**src/rtl/alu_share_arbiter.sv**
```systemverilog
// Round-robin arbiter that shares one single-cycle ALU between two requesters,
// with per-requester locking and a one-entry registered response buffer.
module alu_share_arbiter #(
  parameter int WIDTH = 32,
  parameter int OPW   = 3
) (
  input  logic             clk,
  input  logic             rst_n,
  input  logic             req0_valid_i,
  output logic             req0_ready_o,
  input  logic [WIDTH-1:0] req0_a_i,
  input  logic [WIDTH-1:0] req0_b_i,
  input  logic [OPW-1:0]   req0_op_i,
  input  logic             req0_lock_i,
  input  logic             req1_valid_i,
  output logic             req1_ready_o,
  input  logic [WIDTH-1:0] req1_a_i,
  input  logic [WIDTH-1:0] req1_b_i,
  input  logic [OPW-1:0]   req1_op_i,
  input  logic             req1_lock_i,
  output logic [WIDTH-1:0] alu_a_o,
  output logic [WIDTH-1:0] alu_b_o,
  output logic [OPW-1:0]   alu_op_o,
  input  logic [WIDTH-1:0] alu_out_i,
  input  logic             alu_z_i,
  input  logic             alu_n_i,
  output logic             rsp_valid_o,
  output logic             rsp_id_o,
  output logic [WIDTH-1:0] rsp_data_o,
  output logic             rsp_z_o,
  output logic             rsp_n_o,
  input  logic             rsp_ready_i,
  output logic             busy_o
);

  typedef enum logic [1:0] {
    IDLE  = 2'b00,
    LOCK0 = 2'b01,
    LOCK1 = 2'b10
  } state_t;

  state_t           state_q, state_d;
  logic             rr_q, rr_d;
  logic             rsp_valid_q, rsp_valid_d;
  logic             rsp_id_q, rsp_id_d;
  logic [WIDTH-1:0] rsp_data_q, rsp_data_d;
  logic             rsp_z_q, rsp_z_d;
  logic             rsp_n_q, rsp_n_d;

  logic can_accept_s;
  logic gnt0_s, gnt1_s;
  logic acc0_s, acc1_s, acc_s;
  logic acc_lock_s;

  assign can_accept_s = !rsp_valid_q || rsp_ready_i;

  // Grant selection; rr_q only breaks ties in IDLE.
  always_comb begin
    gnt0_s = 1'b0;
    gnt1_s = 1'b0;
    case (state_q)
      IDLE: begin
        if (req0_valid_i && req1_valid_i) begin
          gnt0_s = ~rr_q;
          gnt1_s = rr_q;
        end else begin
          gnt0_s = req0_valid_i;
          gnt1_s = req1_valid_i;
        end
      end
      LOCK0:   gnt0_s = req0_valid_i;
      LOCK1:   gnt1_s = req1_valid_i;
      default: gnt0_s = 1'b0;
    endcase
  end

  assign acc0_s       = can_accept_s && gnt0_s;
  assign acc1_s       = can_accept_s && gnt1_s;
  assign acc_s        = acc0_s || acc1_s;
  assign acc_lock_s   = acc1_s ? req1_lock_i : req0_lock_i;
  assign req0_ready_o = acc0_s;
  assign req1_ready_o = acc1_s;

  // ALU operand mux; buses are zeroed when nothing is granted.
  always_comb begin
    if (acc0_s) begin
      alu_a_o  = req0_a_i;
      alu_b_o  = req0_b_i;
      alu_op_o = req0_op_i;
    end else if (acc1_s) begin
      alu_a_o  = req1_a_i;
      alu_b_o  = req1_b_i;
      alu_op_o = req1_op_i;
    end else begin
      alu_a_o  = {WIDTH{1'b0}};
      alu_b_o  = {WIDTH{1'b0}};
      alu_op_o = {OPW{1'b0}};
    end
  end

  // Lock state and round-robin pointer next-state.
  always_comb begin
    state_d = state_q;
    rr_d    = rr_q;
    if (acc_s) begin
      case (state_q)
        IDLE: begin
          if (acc_lock_s) begin
            state_d = acc1_s ? LOCK1 : LOCK0;
          end else begin
            rr_d = ~acc1_s;
          end
        end
        LOCK0, LOCK1: begin
          if (!acc_lock_s) begin
            state_d = IDLE;
            rr_d    = ~acc1_s;
          end else begin
            state_d = state_q;
          end
        end
        default: state_d = IDLE;
      endcase
    end else begin
      state_d = state_q;
    end
  end

  // Response buffer next-state: refill on accept, drain on handshake.
  always_comb begin
    rsp_valid_d = rsp_valid_q;
    rsp_id_d    = rsp_id_q;
    rsp_data_d  = rsp_data_q;
    rsp_z_d     = rsp_z_q;
    rsp_n_d     = rsp_n_q;
    if (acc_s) begin
      rsp_valid_d = 1'b1;
      rsp_id_d    = acc1_s;
      rsp_data_d  = alu_out_i;
      rsp_z_d     = alu_z_i;
      rsp_n_d     = alu_n_i;
    end else if (rsp_ready_i) begin
      rsp_valid_d = 1'b0;
    end else begin
      rsp_valid_d = rsp_valid_q;
    end
  end

  // State and response registers.
  always_ff @(posedge clk or negedge rst_n) begin
    if (!rst_n) begin
      state_q     <= IDLE;
      rr_q        <= 1'b0;
      rsp_valid_q <= 1'b0;
      rsp_id_q    <= 1'b0;
      rsp_data_q  <= {WIDTH{1'b0}};
      rsp_z_q     <= 1'b0;
      rsp_n_q     <= 1'b0;
    end else begin
      state_q     <= state_d;
      rr_q        <= rr_d;
      rsp_valid_q <= rsp_valid_d;
      rsp_id_q    <= rsp_id_d;
      rsp_data_q  <= rsp_data_d;
      rsp_z_q     <= rsp_z_d;
      rsp_n_q     <= rsp_n_d;
    end
  end

  assign rsp_valid_o = rsp_valid_q;
  assign rsp_id_o    = rsp_id_q;
  assign rsp_data_o  = rsp_data_q;
  assign rsp_z_o     = rsp_z_q;
  assign rsp_n_o     = rsp_n_q;
  assign busy_o      = (state_q != IDLE) || rsp_valid_q;

endmodule

```
**config.mk**
```make
export PLATFORM = sky130hd
export DESIGN_NAME = alu_share_arbiter
export DESIGN_NICKNAME = d
export VERILOG_FILES = /design/src/rtl/alu_share_arbiter.sv
export SDC_FILE = /design/constraint.sdc
export NUM_CORES = 1
export LEC_CHECK = 0
export ABC_AREA = 1
export BUFFER_PORTS_ARGS = -buffer_cell sky130_fd_sc_hd__buf_2
export CAP_MARGIN = 20
export CORE_AREA = 2 2 109 111
export CTS_CLUSTER_DIAMETER = 150
export DETAILED_ROUTE_END_ITERATION = 12
export DIE_AREA = 0 0 111 113
export PLACE_DENSITY = 0.67
export REMOVE_ABC_BUFFERS = 1
export SKIP_LAST_GASP = 1
export SYNTH_ARGS = -nofsm -noshare
export SYNTH_HDL_FRONTEND = slang
export SYNTH_SLANG_ARGS = --single-unit
```
**constraint.sdc**
```tcl
create_clock -name clk -period 3.8 [get_ports clk]
set_clock_uncertainty 0.05 [all_clocks]
set_input_delay 1.14 -clock clk [delete_from_list [all_inputs] [get_ports clk]]
set_output_delay 1.14 -clock clk [all_outputs]
set_load 0.005 [all_outputs]
```
## After elaboration in Yosys (flattened, before gate mapping)

Cells that the tools add are included.

| operators by class | value |
|---|---|
| eq/ne operators | 4 |
| multiplexer cells | 17 |
| bitwise operators | 3 |
| reduce and logical (&&, ||, !) cells | 14 |

Operators by type and width:

| operator | count |
|---|---|
| $mux 32 | 4 |
| $mux 2 | 3 |
| $mux 3 | 2 |
| $reduce_and 3->1 | 2 |
| $mux 1 | 5 |
| $ne 2x2->1 const B | 2 |
| $pmux 1 s2 | 2 |
| $pmux 2 s2 | 1 |
| $reduce_bool 2->1 | 2 |
| $logic_and 1x1->1 | 3 |
| $logic_or 1x1->1 | 3 |
| $not 1->1 | 3 |
| $reduce_or 3->1 | 1 |
| $eq 2x1->1 const B | 1 |
| $eq 2x2->1 const B | 1 |
| $logic_not 2->1 | 1 |
| $reduce_or 2->1 | 1 |
| $logic_not 1->1 | 1 |

| word-level totals | value |
|---|---|
| register bits after elaboration | 39 |
| bits of input ports | 175 |

## Logic depth before layout (Yosys ltp)

Gate-level depths: netlist of run 1.

| depth | value |
|---|---|
| depth in word-level cells | 7 |
| mapped depth | 11 |
| mapped depth without buffers | 11 |

## Least setup slack after synthesis of run 1

No wires, ideal clock.

| timing | value |
|---|---|
| path kind | input to output |
| start | input port rsp_ready_i |
| end | output port alu_a_o[11] |
| arrival | 1.978 ns |
| setup slack | 0.632 ns |
| stages on the path | 8 |
| buffers on the path | 2 |
| cell sequence | nor2_1 -> nor2_1 -> nand2_2 -> inv_2 -> buf_4 -> buf_2 -> nand3_1 -> nand2_1 |

| between the ends | value |
|---|---|
| cells in the longest elaborated chain, start to end | 4 |

Ends and longest elaborated chain:

| element | RTL line | source |
|---|---|---|
| start, declared | 32 | `input logic rsp_ready_i,` |
| $logic_or 1x1->1 * | 55 | `assign can_accept_s = !rsp_valid_q \|\| rsp_ready_i;` |
| $logic_and 1x1->1 | 78 | `assign acc1_s = can_accept_s && gnt1_s;` |
| $mux 32 | 90 | `end else if (acc1_s) begin` |
| $mux 32 * | 86 | `if (acc0_s) begin` |
| end, declared | 21 | `output logic [WIDTH-1:0] alu_a_o,` |

Every way passes the cells marked *; elsewhere a longest branch is shown, timed or not.

## Worst setup path in the final report of run 1

| timing | value |
|---|---|
| start | input port req1_valid_i |
| end | output port alu_b_o[22] |

| between the ends | value |
|---|---|
| cells in the longest elaborated chain, start to end | 6 |

Ends and longest elaborated chain:

| element | RTL line | source |
|---|---|---|
| start, declared | 15 | `input logic req1_valid_i,` |
| $logic_and 1x1->1 | 63 | `if (req0_valid_i && req1_valid_i) begin` |
| $mux 1 | 63 |  |
| $pmux 1 s2 | 61 | `case (state_q)` |
| $logic_and 1x1->1 | 78 |  |
| $mux 32 | 90 |  |
| $mux 32 * | 86 |  |
| end, declared | 22 | `output logic [WIDTH-1:0] alu_b_o,` |

Marks and branches as above.

==> flow_summary.json, run 1 <==
{
  "nets": 868,
  "crit_arrival_ns": 2.30,
  "reg2reg_slack_ns": 1.43,
  "fin_crit_ns": 3.49,
  "synth.avg_cell_area_um2": 6.25,
  "synth_top_area_cell": "dfrtp_1",
  "die_y_um": 113,
  "r2r_start": "state_q[0]",
  "vias_per_cell": 4.26,
  "clk_latency_ns": 0.27,
  "clk_pin_slew_ns": 0.05,
  "cp-end-kind": "output pin",
  "start_util_pct": 23.2,
  "ant_nets": 0,
  "die_x_um": 111,
  "drc": 0,
  "grt_setup_unrepaired": "no",
  "areaGrowthSynthToFinish_pct": 63.1,
  "pre_cts_ws_ns": 0.305,
  "timing.critical_path.from": "req1_valid_i",
  "htreeDepth": 2,
  "crit_fanout": 18,
  "globalplace.congestion": 0.832,
  "finalCritPeriodShare_pct": 92.0,
  "grt_pass1_vias": 3169,
  "fillers": 1198,
  "criticalPathCategory": "primary input to output pin",
  "grt_pass1_wl_um": 16200,
  "worstHoldPathType": "register to register",
  "syn-instance-count": 419,
  "p_per_area_nw_per_um2": 644,
  "finalSetupViolCount": 0,
  "ys_warn_count": 0,
  "crit_path_end": "alu_b_o[22]",
  "final_common_cell": "buf_2",
  "rows": 39,
  "startpoint_type": "primary input",
  "synth.top_cell.area_share_pct": 37.3,
  "totalWireLength_um": 10600,
  "wl_per_cell_um": 12.8,
  "hold_viol_final": 0,
  "grt_max_degree": 70,
  "postCtsSetupBuffers": 0,
  "initialDrtViolationCount": 293,
  "max_freq_mhz": 286,
  "die-area_um2": 12500,
  "p_leak_nw": 2.81,
  "cts_max_path_buffers": 2,
  "ioPinCount": 281,
  "timing.rr.end": "rsp_valid_o",
  "cts_tree": "done",
  "tightest_slew_ns": 0.859,
  "synthesis.area_um2": 2620,
  "first_pass_iters": 4,
  "clock-root-buffer": "clkbuf_16",
  "yosys.cell_types.count": 16,
  "fp.coreArea_um2": 11300,
  "ctsHoldBuffers": 0,
  "grt-ovfl-total": 0,
  "drive_gt1_share_pct": 44.3,
  "antenna_found_initial": 3,
  "clkSinkCount": 39,
  "io_buffers": 280,
  "status": "completed",
  "vias": 3553,
  "ctsResizeCount": 0,
  "holdWs_ns": 0.413,
  "ir_worst_vdd_uv": 279,
  "layout_common_cells": "280 x buf_2, 252 x nand2_1, 71 x nand3_1",
  "drv_cap": 0,
  "synth-seq-cells": 39,
  "seq_area_frac_synth_pct": 37.3,
  "relSlewSlack_pct": 42.7,
  "postPlaceCellArea_um2": 4130,
  "hpwl_um": 8570,
  "numCtsBuffers": 5,
  "post-route-util_pct": 37.9,
  "layout_setup_ws_ns": 0.305,
  "drv_slew": 0,
  "worst-r2r-cell-count": 10,
  "synthTopCellsByArea": "dfrtp_1 37%, nand2_1 36%, nand3_1 14%",
  "cp_data_required_time_ns": 2.61,
  "stdcell_area_um2": 4270,
  "track_usage_pct": 15.8
}
==> metal layers <==
| layer | vias to the layer above | GRT usage, % | share of wire (%) |
|---|---|---|---|
| li1 | 1839 | - | - |
| met1 | 1525 | 19.7 | 40 |
| met2 | 166 | 26.3 | 49 |
| met3 | 19 | 5.36 | 9.7 |
| met4 | 4 | 4.08 | 1.8 |
| met5 | - | 0 | 0.23 |
==> stage by stage <==
step	instances	TNS [ns]	power [W]
after global placement	825	0	0.00237
after floorplan	391	-15.50	0.00154
after CTS	833	0	0.00279
after global routing	834	0	0.00304
final	834	0	0.00275
after detailed placement	825	0	0.00238
==> critical path, stage by stage <==
cell     delay, ns
buf_2         0.10
inv_1         0.04
nor2_1        0.16
nand2_2       0.13
inv_2         0.17
buf_4         0.25
nand3_1       0.10
nand2_1       0.10
buf_2         0.12
==> cell families after synthesis <==
logic type | Yosys count | share of synthesized area, %
AOI/OAI and AO/OA | 2 | 0.382
adders and majority gates | 4 | 1.91
buffers and inverters | 39 | 8.46
DFF | 39 | 37.3
and+or+nand+nor | 335 | 52.0
==> registers in the layout (all words and copies together) (netlist names) <==
signal / cells
rsp_id_o: 1
rsp_z_o: 1
state_q: 2
rsp_n_o: 1
rsp_valid_o: 1
rsp_data_o: 32
rr_q: 1
==> area by class of cell <==
class,instances,area [um2],area share (%)
diodes,1,2.50,0.0586
clock inverters,2,12.5,0.293
inverters,11,41.3,0.967
flip-flops and latches,39,976,22.9
repair buffers,291,1510,35.3
well taps,143,179,4.19
clock buffers,6,129,3.02
multi-input cells,341,1420,33.3
==> report_power, final <==
group	internal [W]	total (W)	switching, W
registers	0.000621	0.000728	0.000107
clock network	0.000242	0.000398	0.000156
logic	0.000678	0.00162	0.000944
total	0.00154	0.00275	0.00121
==> Yosys cell counts <==
cell type  number
a21oi_1         1
or2_1           1
nand4_1         2
clkbuf_1        1
nand2_1       252
o21ai_0         1
inv_2           5
dfrtp_1        39
nor2_1          6
nand2_2         3
buf_6           3
nand3_1        71
inv_1           6
buf_4           9
ha_1            4
buf_2          15
==> how the worst min path moves through the flow <==
stage                        start              to  slack, ns  cells after the start
finish              rsp_data_o[11]  rsp_data_o[11]       0.41                      2
global route        rsp_data_o[11]  rsp_data_o[11]       0.44                      2
CTS                 rsp_data_o[11]  rsp_data_o[11]       0.42                      2
floorplan                     rr_q            rr_q       0.41                      2
detailed placement  rsp_data_o[11]  rsp_data_o[11]       0.40                      2
global placement    rsp_data_o[28]  rsp_data_o[28]       0.40                      2
(Power assumes the default switching activity.)
==> run 2: changes to the inputs <==
--- a/config.mk
+++ b/config.mk
@@ -8,11 +8,10 @@
 export ABC_AREA = 1
 export BUFFER_PORTS_ARGS = -buffer_cell sky130_fd_sc_hd__buf_2
 export CAP_MARGIN = 20
-export CORE_AREA = 2 2 109 111
+export CORE_AREA = 2 2 110 112
 export CTS_CLUSTER_DIAMETER = 150
 export DETAILED_ROUTE_END_ITERATION = 12
-export DIE_AREA = 0 0 111 113
-export PLACE_DENSITY = 0.67
+export DIE_AREA = 0 0 112 114
 export REMOVE_ABC_BUFFERS = 1
 export SKIP_LAST_GASP = 1
 export SYNTH_ARGS = -nofsm -noshare
==> constraint.sdc (replaced) <==
create_clock -name clk -period 3.5 [get_ports clk]
set_clock_uncertainty 0.05 [all_clocks]
set_input_delay 1.05 -clock clk [delete_from_list [all_inputs] [get_ports clk]]
set_output_delay 1.05 -clock clk [all_outputs]
set_load 0.005 [all_outputs]
==> flow_summary.json, run 2 (same netlist as run 1, synthesis figures left out) <==
{
  "drc": 0,
  "relSlewSlack_pct": 41.8,
  "clock-root-buffer": "clkbuf_16",
  "drv_cap": 0,
  "numCtsBuffers": 5,
  "cp-end-kind": "output pin",
  "status": "completed",
  "drv_slew": 0,
  "ir_worst_vdd_uv": 405,
  "cts_tree": "done",
  "grt_max_degree": 68,
  "p_leak_nw": 2.81,
  "start_util_pct": 22.4,
  "startpoint_type": "primary input",
  "areaGrowthSynthToFinish_pct": 63.4,
  "hpwl_um": 8270,
  "timing.rr.end": "rsp_valid_o",
  "ioPinCount": 281,
  "holdWs_ns": 0.414,
  "clk_latency_ns": 0.28,
  "ctsHoldBuffers": 0,
  "grt_pass1_wl_um": 15300,
  "io_buffers": 280,
  "layout.cells.non_filler": 834,
  "wl_per_cell_um": 12.6,
  "postCtsSetupBuffers": 0,
  "hold_start": "rsp_data_o[0]",
  "finalSetupViolCount": 0,
  "cp_data_required_time_ns": 2.40,
  "r2r_start": "state_q[0]",
  "die-area_um2": 12800,
  "layout_common_cells": "280 x buf_2, 252 x nand2_1, 71 x nand3_1",
  "first_pass_iters": 4,
  "cp_slowest_cell": "buf_12",
  "hold_depth": 2,
  "htreeDepth": 2,
  "max_freq_mhz": 301,
  "crit_fanout": 67,
  "ctsResizeCount": 0,
  "clk_pin_slew_ns": 0.06,
  "worstHoldPathType": "register to register",
  "rows": 40,
  "clkSinkCount": 39,
  "cpMostUsedCell": "buf_2",
  "vias_per_cell": 4.19,
  "totalWireLength_um": 10500,
  "finalCritPeriodShare_pct": 94.9,
  "cp_num_buf_inv": 3,
  "path_cells": "buf_2 -> a21oi_1 -> or2_1 -> nand2_2 -> buf_12 -> nand3_1 -> nand2_1 -> buf_2",
  "critPathMaxStageDelay_ns": 0.27,
  "die_x_um": 112,
  "p_per_area_nw_per_um2": 703,
  "critPathTopFamily": "simple AND/OR/NAND/NOR gates",
  "nets": 864,
  "antenna_found_initial": 2,
  "tightest_slew_ns": 0.873,
  "initialDrtViolationCount": 278,
  "ant_nets": 0,
  "vias": 3498,
  "criticalPathCategory": "primary input to output pin",
  "die_y_um": 114,
  "final_common_cell": "buf_2",
  "grt-ovfl-total": 0,
  "grt_pass1_vias": 2955,
  "fin_crit_ns": 3.32,
  "worst-r2r-cell-count": 9,
  "hold_viol_final": 0,
  "dpl.cell_count": 825,
  "drive_gt1_share_pct": 44.0,
  "largest_reg_flops": 32,
  "cts_max_path_buffers": 2,
  "crit_arrival_ns": 2.22,
  "min_to": "rsp_data_o[0]",
  "globalplace.congestion": 0.835,
  "track_usage_pct": 14.8,
  "grt_setup_unrepaired": "no",
  "reg2reg_slack_ns": 1.12,
  "fp.coreArea_um2": 11700
}
run 2: cell count changes in the layout (fill, tap and decap cells not counted):
cell / change
buf_4: -6
clkinvlp_4: -1
buf_12: +2
clkbuf_8: +1
clkinv_4: +1
clkinv_2: -1
run 2: power breakdown:
part           leakage, nW  internal, W  switching, W
sequential           0.480     0.000674      0.000118
combinational         2.25     0.000737       0.00102
clock               0.0741     0.000285      0.000176
run 2: area by class of cell:
| type | instances | area (um2) |
|---|---|---|
| Fill cell | 1319 | 7430 |
| Timing Repair Buffer | 287 | 1500 |
| Sequential cell | 39 | 976 |
| Clock buffer | 7 | 143 |
| Multi-Input combinational cell | 341 | 1420 |
| Clock inverter | 1 | 8.76 |
| Tap cell | 147 | 184 |
| Inverter | 11 | 41.3 |
| Antenna cell | 1 | 2.50 |
run 2: metrics by stage:
step / power (W) / setup TNS, ns / utilization [%] / setup WS, ns / cell area, um2
final: 0.00301 / 0 / 36.5 / 0.180 / 4280
after global routing: 0.00331 / 0 / 36.5 / 0.0591 / 4280
after CTS: 0.00306 / 0 / 36.5 / 0.187 / 4280
after detailed placement: 0.00258 / 0 / 35.2 / 0.188 / 4130
after global placement: 0.00258 / 0 / 35.2 / 0.186 / 4130
after floorplan: 0.00168 / -23.66 / - / -0.351 / 2440
run 2: how the worst max path moves through the flow:
stage,startpoint,end,depth (start not counted)
2_1_floorplan,req1_valid_i,alu_a_o[0],6
3_3_place_gp,req1_valid_i,alu_b_o[13],8
3_5_place_dp,req1_valid_i,alu_b_o[13],8
4_1_cts,req1_valid_i,alu_b_o[13],8
5_1_grt,state_q[0],alu_b_o[13],10
6_report,req1_valid_i,alu_b_o[13],8
run 2: worst reg2reg max path, stage by stage, from the launching register on:
cell,delay [ns]
dfrtp_1,0.40
inv_1,0.08
ha_1,0.26
inv_2,0.09
a21oi_1,0.04
or2_1,0.21
nand2_2,0.13
nand2_2,0.24
inv_2,0.53
o21ai_0,0.18
run 2: metal layers:
layer,vias to the layer above,part of all wire [%],global-route usage (%)
met2,157,49,25.2
met3,9,9.4,4.57
met5,-,0.12,0
met1,1494,41,19.1
li1,1836,-,-
met4,2,0.53,2.20
==> run 3: changes to the inputs <==
--- a/config.mk
+++ b/config.mk
@@ -12,7 +12,6 @@
 export CTS_CLUSTER_DIAMETER = 150
 export DETAILED_ROUTE_END_ITERATION = 12
 export DIE_AREA = 0 0 112 114
-export REMOVE_ABC_BUFFERS = 1
 export SKIP_LAST_GASP = 1
 export SYNTH_ARGS = -nofsm -noshare
 export SYNTH_HDL_FRONTEND = slang
==> flow_summary.json, run 3 (same netlist as run 1, synthesis figures left out) <==
{
  "ant_nets": 0,
  "vias_per_cell": 4.17,
  "numCtsBuffers": 5,
  "status": "completed",
  "crit_arrival_ns": 2.19,
  "die-area_um2": 12800,
  "ir_worst_vdd_uv": 370,
  "htreeDepth": 2,
  "grt_pass1_vias": 3001,
  "rows": 40,
  "initialDrtViolationCount": 225,
  "layout_common_cells": "280 x buf_2, 252 x nand2_1, 71 x nand3_1",
  "max_freq_mhz": 304,
  "hpwl_um": 7780,
  "finalCritPeriodShare_pct": 94.0,
  "critPathTopFamily": "buffers and inverters",
  "globalplace.congestion": 0.779,
  "drv_slew": 0,
  "cp_num_buf_inv": 4,
  "antenna_found_initial": 2,
  "grt_max_degree": 70,
  "clkSinkCount": 39,
  "relSlewSlack_pct": 42.5,
  "grt_pass1_wl_um": 14700,
  "criticalPathCategory": "primary input to output pin",
  "worstHoldPathType": "register to register",
  "totalWireLength_um": 9770,
  "clock-root-buffer": "clkbuf_16",
  "nets": 869,
  "crit_fanout": 34,
  "stdcell_area_um2": 4330,
  "synth_nets": 598,
  "ctsHoldBuffers": 0,
  "fin_crit_ns": 3.29,
  "final_common_cell": "buf_2",
  "power_w": 0.00307,
  "use_met1_pct": 18.3,
  "critPathMaxStageDelay_ns": 0.22,
  "clk_latency_ns": 0.28,
  "ctsResizeCount": 0,
  "fin_tns_setup_ns": 0,
  "startpoint_type": "primary input",
  "largest_reg_flops": 32,
  "first_pass_iters": 4,
  "areaGrowthSynthToFinish_pct": 65.3,
  "p_leak_nw": 2.84,
  "cts_tree": "done",
  "vias": 3499,
  "layout.cells.non_filler": 840,
  "path_cells": "buf_2 -> nor2_1 -> nor2_1 -> nand2_2 -> inv_2 -> buf_12 -> nand3_1 -> nand2_1 -> buf_2",
  "cp-end-kind": "output pin",
  "p_per_area_nw_per_um2": 709,
  "fp.coreArea_um2": 11700,
  "start_util_pct": 22.4,
  "tightest_slew_ns": 0.862,
  "drive_gt1_share_pct": 44.6,
  "grt_util_met3_pct": 4.30,
  "die_x_um": 112,
  "cp_slowest_cell": "buf_12",
  "hold_viol_final": 0,
  "cts_max_path_buffers": 2,
  "ioPinCount": 281,
  "drc": 0,
  "grt-ovfl-total": 0,
  "drv_cap": 0,
  "grt_setup_unrepaired": "no",
  "cp_data_required_time_ns": 2.40,
  "clk_pin_slew_ns": 0.06,
  "die_y_um": 114,
  "track_usage_pct": 13.8,
  "use_met2_pct": 22.5,
  "dpl.cell_count": 830,
  "wl_per_cell_um": 11.6,
  "postPlaceCellArea_um2": 4150,
  "top_usage_layer": "met2",
  "postCtsSetupBuffers": 0,
  "finalSetupViolCount": 0,
  "io_buffers": 280
}
## run 3: cell count changes in the layout (fill, tap and decap cells not counted)
cell and delta:
buf_4 +6, buf_12 -1, bufinv_16 +1, clkbuf_1 -1, clkbuf_8 -1, clkinv_4 -1
clkinvlp_4 +1, diode_2 +1, inv_6 +1
## run 3: final cells by class
cell class	count	area (um2)
inverter	11	41.3
clock buffer	5	125
tap	147	184
antenna	2	5.00
clock inverter	3	46.3
multi-input combinational	341	1420
fill	1303	7380
sequential	39	976
timing repair buffer	292	1530
## run 3: worst min-delay path: cells and delay by family, from the launching register on
kind / cells / cell delay, ns
flops: 1 / 0.33
simple gates: 2 / 0.10
## run 3: stage by stage
stage | hold slack (ns) | utilization (%) | worst slack, ns
final | 0.415 | 37.0 | 0.209
after global routing | 0.431 | 36.9 | 0.0975
after CTS | 0.419 | 36.9 | 0.205
after detailed placement | 0.403 | 35.4 | 0.215
after global placement | 0.402 | 35.4 | 0.230
after floorplan | 0.412 | - | 0.512
## run 3: per-layer routing
metal  part of all wire (%)  routed length, um
met5                   0.13                 13
met4                   0.24                 23
met3                    9.3                907
met2                     47               4620
met1                     43               4200
## run 3: report_power, final
| part | switching, W | total (W) | internal (W) |
|---|---|---|---|
| Clock | 0.000179 | 0.000517 | 0.000338 |
| Combinational | 0.00102 | 0.00177 | 0.000750 |
| Sequential | 0.000113 | 0.000787 | 0.000674 |
## run 3: worst paths after layout
path,startpoint,to,slack [ns],cells past startpoint
worst max-delay path,rsp_ready_i,alu_b_o[21],0.21,9
worst min-delay path,rsp_data_o[4],rsp_data_o[4],0.42,2
worst max register to register,state_q[0],rsp_valid_o,0.80,10
worst min register to register,rsp_data_o[4],rsp_data_o[4],0.42,2
max in group asynchronous,rst_n,rsp_data_o[30],2.02,1
min in group asynchronous,rst_n,rsp_data_o[8],0.83,1
